[config.mk]
export PLATFORM = sky130hd
export DESIGN_NAME = mem_bist
export DESIGN_NICKNAME = d
export VERILOG_FILES = /design/src/rtl/mem_bist_pkg.sv /design/src/rtl/mem_bist_mem_array.sv /design/src/rtl/mem_bist.sv
export SDC_FILE = /design/constraint.sdc
export NUM_CORES = 1
export LEC_CHECK = 0
export BUFFER_PORTS_ARGS = -buffer_cell sky130_fd_sc_hd__clkbuf_2
export CORE_ASPECT_RATIO = 0.8
export CORE_MARGIN = 2
export CORE_UTILIZATION = 40
export DETAILED_ROUTE_END_ITERATION = 12
export SLEW_MARGIN = 10
export SYNTH_ARGS = -nofsm -noshare
export SYNTH_HDL_FRONTEND = slang
export SYNTH_SLANG_ARGS = --single-unit
[constraint.sdc]
create_clock -name clk -period 3.1 [get_ports clk]
set_input_delay 0.62 -clock clk [delete_from_list [all_inputs] [get_ports clk]]
set_output_delay 0.62 -clock clk [all_outputs]
set_load 0.005 [all_outputs]
[src/rtl/mem_bist_pkg.sv]
// Shared types, mode codes and the march pattern generator for mem_bist.
package mem_bist_pkg;

  typedef enum logic [2:0] {
    IDLE = 3'd0,
    W0   = 3'd1,
    R0   = 3'd2,
    W1   = 3'd3,
    R1   = 3'd4,
    DONE = 3'd5
  } state_t;

  localparam logic [1:0] MODE_SEED  = 2'd0;
  localparam logic [1:0] MODE_CHECK = 2'd1;
  localparam logic [1:0] MODE_ADDR  = 2'd2;
  localparam logic [1:0] MODE_WALK  = 2'd3;

  // Widest data word the pattern generator can serve; callers truncate.
  localparam int PAT_MAX_W = 128;
  typedef logic [PAT_MAX_W-1:0] pat_t;

  // Expected word for an address; bits at and above 'width' are forced to 0
  // so the caller can simply truncate to its own data width.
  function automatic pat_t pat(input logic [1:0]  mode,
                               input logic [31:0] addr,
                               input logic        inv,
                               input int          width,
                               input logic [31:0] seed);
    pat_t p;
    pat_t keep;
    int   walk_pos;
    p        = '0;
    keep     = '0;
    walk_pos = int'(addr % $unsigned(width));
    case (mode)
      MODE_SEED: begin
        p = pat_t'(seed);
      end
      MODE_CHECK: begin
        // Even bit positions set, odd top bit left clear for odd widths.
        for (int i = 0; i < PAT_MAX_W; i++) begin
          p[i] = ((i % 2) == 0) && (i < 2 * (width / 2));
        end
        if (addr[0]) begin
          p = ~p;
        end else begin
          p = p;
        end
      end
      MODE_ADDR: begin
        p = pat_t'(addr);
      end
      MODE_WALK: begin
        for (int i = 0; i < PAT_MAX_W; i++) begin
          p[i] = (i == walk_pos);
        end
      end
      default: begin
        p = '0;
      end
    endcase
    if (inv) begin
      p = ~p;
    end else begin
      p = p;
    end
    for (int i = 0; i < PAT_MAX_W; i++) begin
      keep[i] = (i < width);
    end
    return p & keep;
  endfunction

endpackage

[src/rtl/mem_bist_mem_array.sv]
// Word storage: one synchronous write port, two combinational read ports.
// Out-of-range addresses drop writes and read back as zero. Not reset.
module mem_array #(
  parameter  int DATA_W = 32,
  parameter  int DEPTH  = 8,
  localparam int ADDR_W = $clog2(DEPTH)
) (
  input  logic              clk,
  input  logic              we,
  input  logic [ADDR_W-1:0] waddr,
  input  logic [DATA_W-1:0] wdata,
  input  logic [ADDR_W-1:0] raddr_a,
  output logic [DATA_W-1:0] rdata_a,
  input  logic [ADDR_W-1:0] raddr_b,
  output logic [DATA_W-1:0] rdata_b
);

  localparam logic [ADDR_W:0] DEPTH_L = (ADDR_W + 1)'(DEPTH);

  logic [DATA_W-1:0] mem_r [DEPTH];

  // Synchronous write of in-range addresses only.
  always_ff @(posedge clk) begin
    if (we && ({1'b0, waddr} < DEPTH_L)) begin
      mem_r[waddr] <= wdata;
    end
  end

  // Combinational reads, zero for addresses past the last word.
  always_comb begin
    rdata_a = '0;
    rdata_b = '0;
    if ({1'b0, raddr_a} < DEPTH_L) begin
      rdata_a = mem_r[raddr_a];
    end else begin
      rdata_a = '0;
    end
    if ({1'b0, raddr_b} < DEPTH_L) begin
      rdata_b = mem_r[raddr_b];
    end else begin
      rdata_b = '0;
    end
  end

endmodule

[src/rtl/mem_bist.sv]
// Memory with built-in four-pass march self-test (write P, read P,
// write ~P, read ~P). External port owns the memory while not busy.
module mem_bist
  import mem_bist_pkg::*;
#(
  parameter  int          DATA_W = 32,
  parameter  int          DEPTH  = 8,
  parameter  logic [31:0] SEED   = 32'hc0000001,
  parameter  int          ERR_W  = 8,
  localparam int          ADDR_W = $clog2(DEPTH)
) (
  input  logic              clk,
  input  logic              rst_n,
  input  logic              start,
  input  logic [1:0]        mode,
  input  logic              ext_we,
  input  logic [ADDR_W-1:0] ext_addr,
  input  logic [DATA_W-1:0] ext_wdata,
  output logic [DATA_W-1:0] ext_rdata,
  input  logic              fault_en,
  input  logic [ADDR_W-1:0] fault_addr,
  input  logic [DATA_W-1:0] fault_mask,
  output logic              busy,
  output logic              done,
  output logic              pass,
  output logic              fail,
  output logic [ADDR_W-1:0] fail_addr,
  output logic [DATA_W-1:0] fail_data,
  output logic              fail_phase,
  output logic [ERR_W-1:0]  err_count
);

  localparam logic [ADDR_W-1:0] LAST_ADDR = ADDR_W'(DEPTH - 1);

  state_t            state_r, state_next_s;
  logic [ADDR_W-1:0] addr_r, addr_next_s;
  logic [1:0]        mode_r, mode_next_s;
  logic              busy_next_s, done_next_s, pass_next_s, fail_next_s;
  logic              fail_phase_next_s;
  logic [ADDR_W-1:0] fail_addr_next_s;
  logic [DATA_W-1:0] fail_data_next_s;
  logic [ERR_W-1:0]  err_count_next_s;

  logic              mem_we_s;
  logic [ADDR_W-1:0] mem_waddr_s;
  logic [DATA_W-1:0] mem_wdata_s;
  logic [DATA_W-1:0] ext_raw_s, bist_raw_s, bist_rdata_s, exp_s;
  logic              inv_s, mismatch_s, at_last_s;

  // Test hook: flip selected bits when reading the chosen address.
  function automatic logic [DATA_W-1:0] apply_fault(input logic [DATA_W-1:0] raw,
                                                    input logic [ADDR_W-1:0] a,
                                                    input logic              en,
                                                    input logic [ADDR_W-1:0] fa,
                                                    input logic [DATA_W-1:0] mask);
    logic [DATA_W-1:0] r;
    if (en && (a == fa)) begin
      r = raw ^ mask;
    end else begin
      r = raw;
    end
    return r;
  endfunction

  mem_array #(
    .DATA_W (DATA_W),
    .DEPTH  (DEPTH)
  ) u_mem (
    .clk     (clk),
    .we      (mem_we_s),
    .waddr   (mem_waddr_s),
    .wdata   (mem_wdata_s),
    .raddr_a (ext_addr),
    .rdata_a (ext_raw_s),
    .raddr_b (addr_r),
    .rdata_b (bist_raw_s)
  );

  // Expected pattern for the current march step and faulted read data.
  always_comb begin
    inv_s        = (state_r == W1) || (state_r == R1);
    exp_s        = DATA_W'(pat(mode_r, 32'(addr_r), inv_s, DATA_W, SEED));
    ext_rdata    = apply_fault(ext_raw_s, ext_addr, fault_en, fault_addr, fault_mask);
    bist_rdata_s = apply_fault(bist_raw_s, addr_r, fault_en, fault_addr, fault_mask);
    mismatch_s   = (bist_rdata_s != exp_s);
    at_last_s    = (addr_r == LAST_ADDR);
  end

  // Write-port ownership: BIST during write passes, external when not busy.
  always_comb begin
    mem_we_s    = 1'b0;
    mem_waddr_s = ext_addr;
    mem_wdata_s = ext_wdata;
    case (state_r)
      W0, W1: begin
        mem_we_s    = 1'b1;
        mem_waddr_s = addr_r;
        mem_wdata_s = exp_s;
      end
      IDLE, DONE: begin
        mem_we_s = ext_we;
      end
      default: begin
        mem_we_s = 1'b0;
      end
    endcase
  end

  // March sequencing, result capture and next-state decode.
  always_comb begin
    state_next_s      = state_r;
    addr_next_s       = addr_r;
    mode_next_s       = mode_r;
    pass_next_s       = pass;
    fail_next_s       = fail;
    fail_addr_next_s  = fail_addr;
    fail_data_next_s  = fail_data;
    fail_phase_next_s = fail_phase;
    err_count_next_s  = err_count;
    case (state_r)
      IDLE: begin
        if (start) begin
          state_next_s      = W0;
          addr_next_s       = '0;
          mode_next_s       = mode;
          pass_next_s       = 1'b0;
          fail_next_s       = 1'b0;
          fail_addr_next_s  = '0;
          fail_data_next_s  = '0;
          fail_phase_next_s = 1'b0;
          err_count_next_s  = '0;
        end else begin
          state_next_s = IDLE;
        end
      end
      W0, W1: begin
        if (at_last_s) begin
          addr_next_s  = '0;
          state_next_s = (state_r == W0) ? R0 : R1;
        end else begin
          addr_next_s = addr_r + ADDR_W'(1);
        end
      end
      R0, R1: begin
        if (mismatch_s) begin
          if (err_count != {ERR_W{1'b1}}) begin
            err_count_next_s = err_count + ERR_W'(1);
          end else begin
            err_count_next_s = err_count;
          end
          if (!fail) begin
            fail_next_s       = 1'b1;
            fail_addr_next_s  = addr_r;
            fail_data_next_s  = bist_rdata_s;
            fail_phase_next_s = (state_r == R1);
          end else begin
            fail_next_s = fail;
          end
        end else begin
          err_count_next_s = err_count;
        end
        if (at_last_s) begin
          addr_next_s = '0;
          if (state_r == R0) begin
            state_next_s = W1;
          end else begin
            state_next_s = DONE;
            pass_next_s  = ~fail_next_s;
          end
        end else begin
          addr_next_s = addr_r + ADDR_W'(1);
        end
      end
      DONE: begin
        state_next_s = IDLE;
      end
      default: begin
        state_next_s = IDLE;
      end
    endcase
    busy_next_s = (state_next_s == W0) || (state_next_s == R0) ||
                  (state_next_s == W1) || (state_next_s == R1);
    done_next_s = (state_next_s == DONE);
  end

  // State and registered status outputs.
  always_ff @(posedge clk or negedge rst_n) begin
    if (!rst_n) begin
      state_r    <= IDLE;
      addr_r     <= '0;
      mode_r     <= 2'd0;
      busy       <= 1'b0;
      done       <= 1'b0;
      pass       <= 1'b0;
      fail       <= 1'b0;
      fail_addr  <= '0;
      fail_data  <= '0;
      fail_phase <= 1'b0;
      err_count  <= '0;
    end else begin
      state_r    <= state_next_s;
      addr_r     <= addr_next_s;
      mode_r     <= mode_next_s;
      busy       <= busy_next_s;
      done       <= done_next_s;
      pass       <= pass_next_s;
      fail       <= fail_next_s;
      fail_addr  <= fail_addr_next_s;
      fail_data  <= fail_data_next_s;
      fail_phase <= fail_phase_next_s;
      err_count  <= err_count_next_s;
    end
  end

endmodule

## Word-level counts from Yosys, hierarchy flattened

Memories as Yosys holds them, arrays and structs flattened.
Index checks and enable logic that the tools add are counted.

- Bits in registers: 56
- RAM bits: 256
- Logic and storage cells: 110
- Memories: 1
- Output and inout bits: 80
- Input bits: 77

Memories:

| name | words | width | rd ports | clocked after Yosys merged registers in | write ports | RTL line | source |
|---|---|---|---|---|---|---|---|
| u_mem.mem_r | 8 | 32 | 2 | 0 | 1 | mem_bist_mem_array.sv:20 | `logic [DATA_W-1:0] mem_r [DEPTH];` |

- Mux-type cells: 40
- Eq/ne operators: 31
- Reduce and logical (&&, ||, !) cells: 21
- Bitwise logic cells: 4
- $add $sub $neg: 2

Operators by type and width:

| operator | number |
|---|---|
| two-way mux 32 bit | 8 |
| one-hot mux 32 bit (4 select lines) | 1 |
| one-hot mux 32 bit (2 select lines) | 1 |
| bitwise XOR 32 bit | 2 |
| logical NOT 32 bit | 1 |
| != test 32 bit | 1 |
| inverter 32 bit | 1 |
| two-way mux 3 bit | 9 |
| two-way mux 8 bit | 3 |
| one-hot mux 8 bit (2 select lines) | 1 |
| == test 3 bit, second input constant | 5 |
| == test 3 x 2 -> 1 bit, second input constant | 4 |
| == test 3 bit, first input constant | 4 |
| != test 2 bit, second input constant | 6 |
| one-hot mux 3 bit (2 select lines) | 2 |
| AND reduction 4 bit | 3 |
| two-way mux 1 bit | 10 |
| one-hot mux 3 bit (3 select lines) | 1 |
| adder 8 x 1 -> 8 bit, second input constant | 1 |
| != test 8 bit, second input constant | 1 |
| one-hot mux 1 bit (2 select lines) | 4 |
| == test 2 x 3 -> 1 bit, first input constant | 2 |
| == test 3 x 1 -> 1 bit, second input constant | 2 |
| == test 3 bit | 2 |
| 13 further kinds | 23 |

## Logic depth before layout (Yosys ltp)

- Word-level depth: 11
- Depth in mapped cells: 16
- Depth with buffers taken out: 11

## Cells and area by module

From an unflattened synthesis, not the netlist that was laid out.

- Cells, all modules: 1067
- Area, all modules: 16594.7 um2

By module, submodules not included:

| module | cells each | seq. area each (um2) | times used | area an instance (um2) |
|---|---|---|---|---|
| mem_array | 497 | 7687.4 | 1 | 11898.9 |
| mem_bist | 570 | 1401.3 | 1 | 4695.8 |

## Least setup slack after synthesis

No wires, ideal clock.

- Path type: in2reg
- From: in ext_addr[0]
- To: mem u_mem.mem_r[3][0], enable pin
- Data arrival time: 3335 ps
- Path buffers: 3
- Cell stages on the path: 5
- Path slack: -657 ps
- Cells stage by stage: clkbuf_1 buf_1 buf_1 a22oi_1 nor2_1

- Cells in the longest elaborated chain, start to end: 1

Ends and longest elaborated chain:

| item | RTL line | source |
|---|---|---|
| from (decl) | mem_bist.sv:17 | `input logic [ADDR_W-1:0] ext_addr,` |
| two-way mux 3 bit | mem_bist.sv:94 | `case (state_r)` |
| to (decl) | mem_bist_mem_array.sv:20 |  |

Every way passes these cells.

## Final worst setup path

- From: reg addr_r[1]
- To: reg fail_data[14]

- Cells in the longest elaborated chain, start to end: 7
- Elaborated cells on any way between the ends: 22

Ends and longest elaborated chain:

| item | RTL line | source |
|---|---|---|
| from (decl) | mem_bist.sv:36 | `logic [ADDR_W-1:0] addr_r, addr_next_s;` |
| from (signal assigned) | mem_bist.sv:202 | `addr_r <= addr_next_s;` |
| logical NOT 32 bit (tied with other cells) | mem_bist_pkg.sv:55 | `p[i] = (i == walk_pos);` |
| one-hot mux 32 bit (4 select lines) | mem_bist_pkg.sv:35 | `case (mode)` |
| inverter 32 bit | mem_bist_pkg.sv:63 | `p = ~p;` |
| two-way mux 32 bit | mem_bist_pkg.sv:62 | `if (inv) begin` |
| != test 32 bit | mem_bist.sv:85 | `mismatch_s = (bist_rdata_s != exp_s);` |
| != test 2 bit (no line) | -- |  |
| AND reduction 4 bit (no line) | -- |  |
| to (signal assigned) | mem_bist.sv:209 | `fail_data <= fail_data_next_s;` |
| to (decl) | mem_bist.sv:28 | `output logic [DATA_W-1:0] fail_data,` |

Several ways; a longest one is shown, not always the timed one. The select of a mux whose other input is x is not followed.
A chain may end at the register's enable or synchronous reset.

==> flow_summary.yaml <==
outcome:
  outcome: "finished with violations"
  violations: "negative setup slack"
power_and_ir_drop:
  seqPwrFrac_pct: 31.2
  irDropWorstVdd_mv: 0.540
  leakage_nw: 8.30
  p_clk_share_pct: 17.0
  p_switching_mw: 9.06
  power.density_nw_per_um2: 1160
  switching_share_pct: 36.6
  comb_power_share_pct: 51.8
  power.internal_mw: 15.7
global_routing:
  grt.met2_usage_pct: 36.8
  gr-max-usage-layer: "met2"
  grt_use_total_pct: 23.3
  grt_pass1_wl_mm: 72.4
  grt_max_degree: 51
  use_met1_pct: 33.3
  overflow: 0
  antenna_found_initial: 0
  met3_usage_pct: 3.89
  grt_pass1_vias: 11300
yosys:
  yosysWarnings: 0
  async_flop_share_pct: 17.9
  synth_enable_flop_cells: 256
  synth_most_common_cell: "edfxtp_1"
  avgSynthCellArea_um2: 14.9
  synth_nets: 1186
  ys_seq_area_share_pct: 55.5
  synth_top_flop_cell: "edfxtp_1"
  synth_cells: 1102
  synth_area_leaders: "edfxtp_1 47%, mux4_2 17%, dfrtp_1 8.6%"
  synth-seq-cells: 312
  ys_top_cells_by_count: "256 x edfxtp_1, 122 x mux4_2, 92 x nand2_1"
  ys_types: 72
  synth_top_area_share_pct: 47.0
  syn-cell-area_um2: 16400
  synth_top_cell_by_area: "edfxtp_1"
timing:
  maxSlewViolCount: 0
  period_minus_slack_ns: 3.48
  fin_worst_skew_ns: 0.0331
  worstMarginPinSlew_ns: 1.07
  finalCritPeriodShare_pct: 112
  setup_ws_ns: -0.378
  max_slew_margin_pct: 28.0
  rsz0062_at_grt: "true"
  fmax_ghz: 0.288
  final-setup-viol-count: 46
  final_hold_viol_count: 0
final_layout:
  fillers: 3329
  diodes: 0
  postLayoutCellArea_um2: 21300
  area_growth_syn_to_layout_pct: 29.9
  final_nets: 1525
  drive_gt1_share_pct: 44.2
  finalNonFillerCells: 2012
setup_path:
  cp_data_required_time_ns: 3.47
  cp-end-kind: "flip-flop"
  crit_type: "flip-flop to flip-flop"
  r2r-start: "addr_r[1]"
  r2r_cells: 12
  r2r_end: "fail_data[14]"
  r2r_slack_ns: -0.38
  arrival_ns: 3.85
  cp_max_fo: 6
  critPathLaunchType: "flip-flop"
place:
  place_congestion: 0.847
  placed_cells: 1927
  dpl.hpwl_mm: 34.0
  post_dp_cell_area_um2: 19700
  portBuffers: 156
floorplanning:
  ios: 157
  die_y_um: 185
  rows: 66
  chipWidth_um: 230
  initial_utilization_pct: 40.4
  dieArea_um2: 42600
  design.core.area_um2: 40500
drt:
  wire_per_inst_um: 24.6
  antenna_left: 0
  remaining_drc_errors: 0
  avgViaCountPerCell: 5.65
  vias: 11400
  wirelength_mm: 49.5
  firstDrtPassIters: 5
  drtIter0Drc: 925
clocking:
  cts_tree: "built"
  cts_root_buffer: "clkbuf_16"
  htree_levels: 2
  clock_path_buffers: 3
  hold_buffers: 0
  clk_latency_ns: 0.54
  cts_made_buffers: 36
  clock_sinks: 312
  cts.clk_slew.worst_paths_ns: 0.07
job:
  cap_violations: 0
worst_hold_path:
  hp-class: "input pin to async pin"
## area by class of cell
cell class                 count  area [um2]  share of cell area (%)
tap                          544         681                    3.20
clock inverter                18         186                   0.877
clock buffer                  47         972                    4.57
multi-input combinational    655        7210                    33.9
inverter                      61         229                    1.08
sequential                   312        9100                    42.8
timing repair buffer         375        2870                    13.5
## metal layers
metal / routed length [um] / share of wire [%]
met5: 0 / 0
met4: 1310 / 2.6
met3: 3270 / 6.6
met2: 22900 / 46
met1: 22000 / 44
## kinds of logic after synthesis
group / share of synthesized area (%)
AO/OA/AOI/OAI: 6.77
XOR/XNOR: 5.17
adder cells (fa/ha/maj): 0.535
buffers and inverters: 3.55
flip-flops: 55.5
multiplexers: 21.6
AND/OR/NAND/NOR: 6.89
## power groups by stage
stage	Combinational [mW]	Clock (mW)	Sequential (mW)
2_1_floorplan	6.91	0	7.42
3_3_place_gp	12.0	0	7.73
3_5_place_dp	12.1	0	7.77
4_1_cts	12.4	4.28	7.69
5_1_grt	13.7	4.44	7.84
6_report	12.8	4.21	7.71
## placed cells by master (no fill, tap or decap), types with 10 or more instances in the layout
cell type,netlist,final
a31oi_1,11,10
dfrtp_1,56,52
mux2i_1,78,73
clkbuf_16,0,39
buf_4,4,182
edfxtp_1,256,256
o32ai_2,1,29
xor2_1,47,45
xnor2_1,24,22
mux4_2,122,122
a21o_1,22,22
inv_1,58,58
nand2_1,92,89
a21oi_1,12,10
nor3_1,17,14
a22oi_1,13,13
buf_12,0,30
clkbuf_2,0,154
nor2_1,21,13
or3_1,13,12
o21ai_0,24,16
## worst max path at each step
stage | startpoint | end | slack [ns] | cells after the start
final | addr_r[1] | fail_data[14] | -0.38 | 12
after global routing | addr_r[1] | err_count[6] | -0.44 | 12
after CTS | addr_r[1] | err_count[6] | -0.33 | 10
after detailed placement | fault_addr[2] | err_count[6] | -0.49 | 11
after global placement | fault_addr[2] | err_count[7] | -0.44 | 11
after floorplan | fault_addr[2] | err_count[1] | -0.14 | 11
## critical path, stage by stage, from the launching register on
cell and delay [ns]:
dfrtp_4 0.55, buf_12 0.15, mux4_2 0.49, mux2i_1 0.17
buf_4 0.15, xnor3_2 0.36, nor2b_2 0.19, a21oi_4 0.20
buf_4 0.14, and3b_2 0.21, a21oi_4 0.38, clkbuf_16 0.25
o32ai_2 0.07
## what timing repair did
action	CTS	global route
gates resized for setup	13	22
gates cloned	0	5
pin swaps	3	4
buffers inserted	5	10
endpoints found under the setup margin	46	62
## stage by stage
stage | hold slack, ns | setup TNS [ns] | worst slack (ns) | util (%) | total power [mW]
2_1_floorplan | 0.324 | -4.47 | -0.143 | - | 14.3
3_3_place_gp | 0.490 | -17.76 | -0.444 | 48.7 | 19.7
3_5_place_dp | 0.498 | -19.56 | -0.491 | 48.7 | 19.9
4_1_cts | 0.171 | -10.26 | -0.326 | 51.9 | 24.4
5_1_grt | 0.224 | -17.81 | -0.442 | 52.5 | 25.9
6_report | 0.168 | -14.21 | -0.378 | 52.5 | 24.7
## state kept, by name, summed over array words and instances (netlist names)
register     count
addr_r           3
busy             1
done             1
err_count        8
fail             1
fail_addr        3
fail_data       32
fail_phase       1
mode_r           2
pass             1
state_r          3
u_mem.mem_r    256
Power figures use the tool's default switching activity.
